File: src/rtl/ysyx_23060236_rd_arbiter.sv
// Two-master (IFU burst / LSU single) AXI4 read-channel arbiter onto one slave port.
// One transaction owns the port from AR handshake through the final R beat; ties go round-robin.
module ysyx_23060236_rd_arbiter #(
  parameter int ADDR_W = 32,
  parameter int DATA_W = 32
) (
  input  logic              clock,
  input  logic              reset,
  // IFU
  input  logic [ADDR_W-1:0] ifu_araddr,
  input  logic              ifu_arvalid,
  output logic              ifu_arready,
  input  logic [1:0]        ifu_arburst,
  input  logic [3:0]        ifu_arlen,
  output logic [DATA_W-1:0] ifu_rdata,
  output logic [1:0]        ifu_rresp,
  output logic              ifu_rlast,
  output logic              ifu_rvalid,
  input  logic              ifu_rready,
  // LSU
  input  logic [ADDR_W-1:0] lsu_araddr,
  input  logic              lsu_arvalid,
  output logic              lsu_arready,
  input  logic [2:0]        lsu_arsize,
  output logic [DATA_W-1:0] lsu_rdata,
  output logic [1:0]        lsu_rresp,
  output logic              lsu_rvalid,
  input  logic              lsu_rready,
  // Slave
  output logic [ADDR_W-1:0] out_araddr,
  output logic              out_arvalid,
  input  logic              out_arready,
  output logic [1:0]        out_arburst,
  output logic [3:0]        out_arlen,
  output logic [2:0]        out_arsize,
  input  logic [DATA_W-1:0] out_rdata,
  input  logic [1:0]        out_rresp,
  input  logic              out_rlast,
  input  logic              out_rvalid,
  output logic              out_rready,
  output logic              proto_err
);

  typedef enum logic [1:0] {StIdle, StAr, StRData} state_e;

  state_e      r_state;
  state_e      w_state_nxt;
  logic        r_owner_lsu;
  logic        r_last_lsu;
  logic [3:0]  r_arlen;
  logic [3:0]  r_beat_cnt;
  logic        r_proto_err;

  logic        w_req;
  logic        w_grant_lsu;
  logic        w_rready_sel;
  logic        w_beat;

  assign w_req        = ifu_arvalid | lsu_arvalid;
  // On a tie the master that did not win last time gets the port.
  assign w_grant_lsu  = lsu_arvalid & (~ifu_arvalid | ~r_last_lsu);
  assign w_rready_sel = r_owner_lsu ? lsu_rready : ifu_rready;
  assign w_beat       = (r_state == StRData) & out_rvalid & w_rready_sel;

  assign ifu_rdata = out_rdata;
  assign ifu_rresp = out_rresp;
  assign ifu_rlast = out_rlast;
  assign lsu_rdata = out_rdata;
  assign lsu_rresp = out_rresp;
  assign proto_err = r_proto_err;

  always_ff @(posedge clock) begin
    if (reset) begin
      r_state     <= StIdle;
      r_owner_lsu <= 1'b0;
      r_last_lsu  <= 1'b0;
      r_arlen     <= 4'd0;
      r_beat_cnt  <= 4'd0;
      r_proto_err <= 1'b0;
    end else begin
      r_state <= w_state_nxt;
      if (r_state == StIdle && w_req) begin
        r_owner_lsu <= w_grant_lsu;
        r_last_lsu  <= w_grant_lsu;
        r_arlen     <= w_grant_lsu ? 4'd0 : ifu_arlen;
      end
      if (r_state == StAr && out_arready) begin
        r_beat_cnt <= 4'd0;
      end
      if (w_beat) begin
        r_beat_cnt <= r_beat_cnt + 4'd1;
        // Early rlast, or the expected final beat arriving without rlast.
        if (out_rlast != (r_beat_cnt == r_arlen)) begin
          r_proto_err <= 1'b1;
        end
      end
    end
  end

  always_comb begin
    w_state_nxt = r_state;
    out_arvalid = 1'b0;
    out_araddr  = '0;
    out_arburst = 2'b00;
    out_arlen   = 4'd0;
    out_arsize  = 3'd0;
    ifu_arready = 1'b0;
    lsu_arready = 1'b0;
    ifu_rvalid  = 1'b0;
    lsu_rvalid  = 1'b0;
    out_rready  = 1'b0;
    unique case (r_state)
      StIdle: begin
        if (w_req) begin
          w_state_nxt = StAr;
        end
      end
      StAr: begin
        out_arvalid = 1'b1;
        if (r_owner_lsu) begin
          out_araddr  = lsu_araddr;
          out_arburst = 2'b01;
          out_arlen   = 4'd0;
          out_arsize  = lsu_arsize;
          lsu_arready = out_arready;
        end else begin
          out_araddr  = ifu_araddr;
          out_arburst = ifu_arburst;
          out_arlen   = ifu_arlen;
          out_arsize  = 3'b010;
          ifu_arready = out_arready;
        end
        if (out_arready) begin
          w_state_nxt = StRData;
        end
      end
      StRData: begin
        out_rready = w_rready_sel;
        if (r_owner_lsu) begin
          lsu_rvalid = out_rvalid;
        end else begin
          ifu_rvalid = out_rvalid;
        end
        if (w_beat && out_rlast) begin
          w_state_nxt = StIdle;
        end
      end
      default: w_state_nxt = StIdle;
    endcase
  end

endmodule

File: config.mk
export PLATFORM = sky130hd
export DESIGN_NAME = ysyx_23060236_rd_arbiter
export DESIGN_NICKNAME = d
export VERILOG_FILES = /design/src/rtl/ysyx_23060236_rd_arbiter.sv
export SDC_FILE = /design/constraint.sdc
export NUM_CORES = 1
export LEC_CHECK = 0
export BUFFER_PORTS_ARGS = -buffer_cell sky130_fd_sc_hd__clkbuf_2
export CORE_AREA = 2 2 90 92
export DETAILED_ROUTE_END_ITERATION = 12
export DIE_AREA = 0 0 92 94
export PLACE_DENSITY_LB_ADDON = 0.2
export SYNTH_ARGS = -nofsm -noshare
export SYNTH_HDL_FRONTEND = slang
export SYNTH_SLANG_ARGS = --single-unit
export TNS_END_PERCENT = 50
File: constraint.sdc
create_clock -name clock -period 3.2 [get_ports clock]
set_input_delay 0.48 -clock clock [delete_from_list [all_inputs] [get_ports clock]]
set_output_delay 0.48 -clock clock [all_outputs]
set_load 0.01 [all_outputs]
# Yosys cells after proc, flatten, opt, wreduce, memory -nomap -nowiden
# Index checks and enable logic that the tools add are counted.
word_totals:
  ff_bits: 12
  latch_bits: 0
  ramBits: 0
  romBits: 0
  output_inout_bits: 117
  n_memories: 0
op_classes:
  n_addsub: 1
  multipliers: 0
  div_mod_pow: 0
  order_cmp: 0
  n_eq_ne: 7
  n_shift: 0
  n_mux: 26
  bitwise: 7
  n_reduce_logical: 7
op_table:
  columns: ["operator", "n"]
  rows:
  - ["$mux W32", 2]
  - ["$mux W4", 5]
  - ["$mux W1", 11]
  - ["$mux W2", 5]
  - ["$mux W3", 2]
  - ["$pmux W2 S3", 1]
  - ["$add A4 B1 Y4 const B", 1]
  - ["$eq A4 B4 Y1", 1]
  - ["$ne A2 B2 Y1 const B", 2]
  - ["$and A1 B1 Y1", 3]
  - ["$logic_and A1 B1 Y1", 3]
  - ["$reduce_and A3 Y1", 1]
  - ["$eq A2 B1 Y1 const B", 1]
  - ["$eq A2 B2 Y1 const B", 1]
  - ["$logic_not A2 Y1", 1]
  - ["$ne A2 B1 Y1 const B", 1]
  - ["$not A1 Y1", 2]
  - ["$or A1 B1 Y1", 2]
  - ["$reduce_and A2 Y1", 1]
  - ["$reduce_bool A2 Y1", 1]
  - ["$ne A1 B1 Y1", 1]

# Logic depth before layout (Yosys ltp)
# Gate-level depths: netlist of the first run.
logic_depth:
  word_depth: 6
  ltp_mapped: 6
  depth_no_buf: 5

# Worst setup path before layout of the first run
# OpenSTA, ideal clock, no wires.
synth_path:
  kind: "reg2out"
  start: "reg r_last_lsu (netlist name)"
  end: "out out_araddr[23]"
  arrival_ns: 1.086
  required_time_ns: 2.720
  setup_slack_ns: 1.634
  path_stages_with_launch: 5
  path_buffers: 2
  cell_sequence: "dfxtp_1 -> buf_2 -> buf_2 -> mux2i_1 -> nor2_1"
synth_rtl:
  columns: ["element", "line", "rtl"]
  rows:
  - ["to (decl)", "30", "output logic [ADDR_W-1:0] out_araddr,"]

==> results.ini, run 1 <==
[sta]
hold_viol=0
slew_viol_final=0
rsz0062_at_grt=no
finalSetupViolCount=0
totalNegativeSetupSlack_ns=0
worst_pin_slew_ns=0.618
fmax_mhz=433
max-slew-margin-rel_pct=58.4
hold_slack_ns=0.483
post-route-period-util_pct=72.2
finalClockSkew_ns=0.000316
finalCriticalPeriod_ns=2.31

[worst_hold_path]
hp-start=ifu_arlen[2]
hold_depth=3
hp-class=in2reg
min_to=r_arlen[2]$_SDFFE_PP0P_

[setup_path]
crit_path_start_kind=register
endpoint_kind=output port
ff2ff_setup_slack_ns=1.28
worst-path-max-fanout=20
r2r-start=r_last_lsu$_SDFFE_PP0P_
required_ns=2.72
arrival_ns=1.83
path_class=reg2out
rr_worst_depth=4
rr_endpoint=r_arlen[3]$_SDFFE_PP0P_

[pwr]
finalPower_mw=0.608
p_leak_nw=1.02
max-vdd-ir-drop_uv=120
powerDensity_nw_per_um2=311

[global_routing]
grt_pass1_vias=1529
grt-ovfl-total=0
grt_usage_pct=11.4
antenna_found_initial=0
grt_pass1_wl_um=7920
grt_max_degree=29

[logic_synthesis]
synth_top_area_share_pct=31.8
ys.warnings.count=0
synth_seq_area_share_pct=14.3
synthTopCellsByArea=buf_4 (32%), mux2i_1 (20%), dfxtp_1 (14%)
syn_nets=341
netlist_instances=224
synth.avg_cell_area_um2=7.48
ys_types=28
synthesis.area_um2=1680
synth-seq-cells=12
synth_top_area_cell=buf_4

[layout]
area_growth_pct=16.6
num_antenna_cells=0
final_nets=398
final_area_um2=1950
drive_above_1_share_pct=50.0
instances_no_fill=382
fillerInstances=873

[drt]
drt_first_pass_iters=4
wl_um=5250
drt_first_iter_violations=35
via_per_inst=4.15
dr_total_vias=1584
drc_errors=0
wl_per_cell_um=13.7
postRouteAntennaNets=0

[cts]
clk-insertion-delay-late_ns=0.24
numCtsBuffers=3
path_clk_slew_ns=0.06
cts_buffer_depth=2
root_buffer=clkbuf_8
post_cts_buffers=0
htreeDepth=1
cts_tree=built
cts_sinks=12
cts_hold_buf=0
cts_resized=0

[placed_design]
dpl_cell_area_um2=1900
place_congestion=0.691
dp_hpwl_um=4470
dp_cells=378
numPortBuffers=130

[floorplanning]
start_util_pct=22.0
fp.dieW_um=92
pin_count=233
num_rows=32
core_um2=7610
dieArea_um2=8650
die_h_um=94

[job]
maxCapViolations=0

[outcome]
status=completed

## cells by family after synthesis
family	Yosys count	synth area share [%]
buffers and inverters	84	35.0
AND/OR/NAND/NOR	71	19.8
multiplexers	33	19.7
AO/OA/AOI/OAI	18	7.77
flip-flops	12	14.3
XOR/XNOR	5	2.61
adder cells (fa/ha/maj)	1	0.747
## layout by cell type, fill, tap and decap left out, drive strengths merged
master	synthesis	routed
a211oi	1	1
nand3b	4	4
a31oi	1	1
o221ai	1	1
nand4b	1	1
or3	1	1
a21o	1	1
nor3b	1	1
o21a	2	2
xnor2	5	5
dfxtp	12	12
mux2i	33	33
a22oi	4	4
nand2b	2	2
and3	9	9
inv	4	4
nor2	47	47
a21oi	5	5
nand2	3	3
nand3	1	1
nand4	1	1
a2111oi	1	1
ha	1	1
clkbuf	5	134
buf	75	2
o21ai	2	2
and2	1	1
## state kept, by name (all words and copies together), names as in the netlist
register and cells:
r_beat_cnt 4, r_state 2, r_arlen 4, proto_err 1, r_last_lsu 1
## critical path, cell delays in order, from the launching register on
cell      delay (ns)
dfxtp_2         0.71
buf_4           0.41
mux2i_1         0.25
nor2_1          0.06
clkbuf_2        0.13
## through the flow
stage	utilization, %	setup WS [ns]
after floorplan	-	1.63
after global placement	25.0	1.17
after detailed placement	25.0	1.11
after CTS	25.7	0.837
after global routing	25.7	0.728
final	25.7	0.891
## worst max path at each step
stage / endpoint / cells past startpoint / startpoint
floorplan: out_araddr[23] / 4 / r_last_lsu$_SDFFE_PP0P_
global placement: out_araddr[22] / 4 / r_last_lsu$_SDFFE_PP0P_
finish: out_araddr[27] / 4 / r_last_lsu$_SDFFE_PP0P_
global route: out_araddr[21] / 4 / r_last_lsu$_SDFFE_PP0P_
CTS: out_araddr[27] / 4 / r_last_lsu$_SDFFE_PP0P_
detailed placement: out_araddr[27] / 4 / r_last_lsu$_SDFFE_PP0P_
## synthesized netlist by cell type, drive strengths merged
cell     number
o221ai        1
a21o          1
a2111oi       1
nand2b        2
a211oi        1
nand4         1
nor2         47
inv           4
dfxtp        12
nor3b         1
o21ai         2
nand3b        4
a22oi         4
nand3         1
buf          75
a31oi         1
a21oi         5
and3          9
o21a          2
mux2i        33
nand2         3
clkbuf        5
xnor2         5
and2          1
or3           1
nand4b        1
ha            1
## power by group
| part | total [mW] | switching (mW) | internal (mW) |
|---|---|---|---|
| clock | 0.170 | 0.0610 | 0.109 |
| combinational | 0.263 | 0.138 | 0.126 |
| sequential | 0.175 | 0.0183 | 0.157 |
## per-layer routing
layer | vias to the layer above | GRT usage, % | wire, µm
li1 | 783 | - | -
met1 | 699 | 13.0 | 1980
met2 | 97 | 21.6 | 2780
met3 | 5 | 2.17 | 433
met4 | 0 | 3.11 | 52
met5 | - | 0 | 0
## final cells by class
type	instances	area, µm²	share of cell area (%)
multi-input cells	128	848	43.4
repair buffers	132	666	34.1
flip-flops and latches	12	241	12.4
well taps	102	128	6.53
clock buffers	4	55.1	2.82
inverters	4	15.0	0.769
(Power assumes the default switching activity.)
==> run 2: changes to the inputs <==
--- a/config.mk
+++ b/config.mk
@@ -5,10 +5,11 @@
 export SDC_FILE = /design/constraint.sdc
 export NUM_CORES = 1
 export LEC_CHECK = 0
+export ABC_AREA = 1
 export BUFFER_PORTS_ARGS = -buffer_cell sky130_fd_sc_hd__clkbuf_2
-export CORE_AREA = 2 2 90 92
+export CORE_AREA = 2 2 91 93
 export DETAILED_ROUTE_END_ITERATION = 12
-export DIE_AREA = 0 0 92 94
+export DIE_AREA = 0 0 93 95
 export PLACE_DENSITY_LB_ADDON = 0.2
 export SYNTH_ARGS = -nofsm -noshare
 export SYNTH_HDL_FRONTEND = slang
==> constraint.sdc (replaced) <==
create_clock -name clock -period 2.3 [get_ports clock]
set_input_delay 0.345 -clock clock [delete_from_list [all_inputs] [get_ports clock]]
set_output_delay 0.345 -clock clock [all_outputs]
set_load 0.01 [all_outputs]
==> results.ini, run 2 <==
[setup_path]
ff2ff_setup_slack_ns=0.81  ; -0.47 ns
required_ns=1.96  ; -0.76 ns
critical_path.cell_chain=inv_2 -> buf_12 -> nand2_1 -> a21oi_1 -> clkbuf_2
critPathTopFamily=buffers and inverters
crit_cells=5  ; +1
critPathBufInv=3  ; +1
worstSetupStartpoint=r_last_lsu$_SDFFE_PP0P_
arrival_ns=1.51  ; -0.32 ns
path_class=reg2out
cp_slowest_cell=dfxtp_1
worst-path-max-fanout=22  ; +10%
r2r-start=r_last_lsu$_SDFFE_PP0P_
rr_endpoint=r_state[1]$_SDFFE_PP0P_
rr_worst_depth=8  ; +4
crit_path_start_kind=register
max_stage_delay_ns=0.32  ; -0.39 ns
endpoint_kind=output port

[global_routing]
gr-usage-met1_pct=12.8  ; -0.23 points
grt_max_degree=41  ; +41%
global_route.usage.met3_pct=3.19  ; +1.0 points
grt_pass1_vias=1837  ; +20%
grt_pass1_wl_um=8560  ; +8.0%
grt_usage_pct=12.0  ; +0.62 points
antenna_found_initial=0  ; unchanged
top_usage_layer=met2
grt-ovfl-total=0  ; unchanged
grt_util_met2_pct=23.2  ; +1.6 points

[drt]
via_per_inst=4.09  ; -1.3%
dr_total_vias=1895  ; +20%
drt_first_pass_iters=4  ; unchanged
postRouteAntennaNets=0  ; unchanged
drc_errors=0  ; unchanged
wl_per_cell_um=12.3  ; -11%
wl_um=5680  ; +8.1%
drt_first_iter_violations=45  ; +29%

[floorplanning]
start_util_pct=21.5  ; -0.56 points
die_h_um=95  ; +1.1%
pin_count=233  ; unchanged
num_rows=33  ; +3.1%
core_um2=7930  ; +4.2%
dieArea_um2=8840  ; +2.2%
fp.dieW_um=93  ; +1.1%

[cts]
cts_tree=built
cts_resized=0  ; unchanged
root_buffer=clkbuf_8
numCtsBuffers=3  ; unchanged
clk-insertion-delay-late_ns=0.25  ; about the same
htreeDepth=1  ; unchanged
path_clk_slew_ns=0.06  ; about the same
cts_buffer_depth=2  ; unchanged
cts_hold_buf=0  ; unchanged
cts_sinks=12  ; unchanged
post_cts_buffers=0  ; unchanged

[layout]
multiInputGateArea_um2=801  ; -5.6%
area_growth_pct=18.2
seqCellArea_um2=240  ; -0.52%
final_area_um2=2010  ; +2.9%
instances_no_fill=463  ; +21%
num_antenna_cells=0  ; unchanged
final_cell_mix=clkbuf_2 (130), nand2_1 (100), a21oi_1 (43)
final_nets=476  ; +20%
drive_above_1_share_pct=40.8  ; -9.2 points
top_regs=r_arlen (4), r_beat_cnt (4), r_state (2)
final_common_cell=clkbuf_2
finish.utilization_pct=25.4  ; -0.31 points
fillerInstances=946  ; +8.4%

[placed_design]
post-place-ws_ns=0.663  ; -0.449 ns
dp_cells=459  ; +21%
dpl_cell_area_um2=1960  ; +3.0%
place_congestion=0.779  ; +13%
dp_hpwl_um=4620  ; +3.4%
numPortBuffers=130  ; unchanged

[worst_hold_path]
hp-class=in2reg
hp-start=ifu_arlen[1]
hold_depth=3  ; unchanged
min_to=r_arlen[1]$_SDFFE_PP0P_

[logic_synthesis]
synth-seq-cells=12  ; unchanged
synth-main-ff-cell=dfxtp_1
ys.warnings.count=0  ; unchanged
synth_top_area_share_pct=30.4  ; -1.4 points
synth.avg_cell_area_um2=5.63  ; -25%
ys_top_cells_by_count=nand2_1 (100), buf_4 (69), a21oi_1 (43)
synthesis.area_um2=1700  ; +1.6%
netlist_instances=302  ; +35%
syn_nets=419  ; +23%
async_flop_share_pct=0  ; unchanged
synth_edf_count=0  ; unchanged
synth_seq_area_share_pct=14.1  ; -0.22 points
ys_types=18  ; -36%
synth_top_area_cell=buf_4
synthTopCellsByArea=buf_4 (30%), nand2_1 (22%), dfxtp_1 (14%)
synthMostInstantiatedCell=nand2_1

[pwr]
finalPower_mw=0.843  ; +39%
powerDensity_nw_per_um2=419  ; +35%
max-vdd-ir-drop_uv=231  ; +93%
p_leak_nw=1.12  ; +10%

[sta]
finalCriticalPeriod_ns=1.85
worst_pin_slew_ns=0.412  ; -0.206 ns
worst_slack_ns=0.447  ; -0.444 ns
totalNegativeSetupSlack_ns=0  ; unchanged
rsz0062_at_grt=no
max-slew-margin-rel_pct=72.5  ; +14 points
finalClockSkew_ns=0.00856  ; +0.00824 ns
fmax_mhz=540
finalSetupViolCount=0  ; unchanged
hold_viol=0  ; unchanged
hold_slack_ns=0.360  ; -0.124 ns
post-route-period-util_pct=80.5
slew_viol_final=0  ; unchanged

[job]
maxCapViolations=0  ; unchanged

[outcome]
status=completed

-- run 2: kinds of logic (layout without fill, tap and decap cells) --
family,after synthesis,after routing,share of synthesized area [%]
AOI/OAI and AO/OA,47,47,14.3
buffers and inverters,106,162,38.8
xor gates and xnor gates,1,1,0.515
and+or+nand+nor,135,135,31.5
adders and majority gates,1,1,0.735
DFF,12,12,14.1
-- run 2: cell type report --
class / instances / share of cell area (%)
clock buffer: 4 / 2.74
inverter: 24 / 4.48
multi-input combinational: 184 / 39.8
sequential: 12 / 11.9
tap: 105 / 6.53
timing repair buffer: 134 / 34.5
-- run 2: layer usage --
metal  part of all wire (%)  vias to the layer above
li1                       -                      972
met1                     38                      803
met2                     51                      107
met3                    9.3                       13
met4                    1.6                        0
met5                      0                        -
-- run 2: worst max-delay path by stage --
stage / endpoint
finish: out_araddr[9]
CTS: out_araddr[9]
global route: out_araddr[9]
global placement: out_araddr[9]
detailed placement: out_araddr[9]
floorplan: out_araddr[10]
-- run 2: worst min-delay path: cells and delay by family --
kind            cells  cell delay [ns]
buf+inv             1             0.09
compound gates      1             0.05
simple gates        1             0.08
-- run 2: power by group --
group / total [mW] / switching [mW] / internal [mW]
registers: 0.227 / 0.00859 / 0.218
logic: 0.379 / 0.224 / 0.154
clock network: 0.238 / 0.0865 / 0.152
total: 0.843 / 0.319 / 0.524
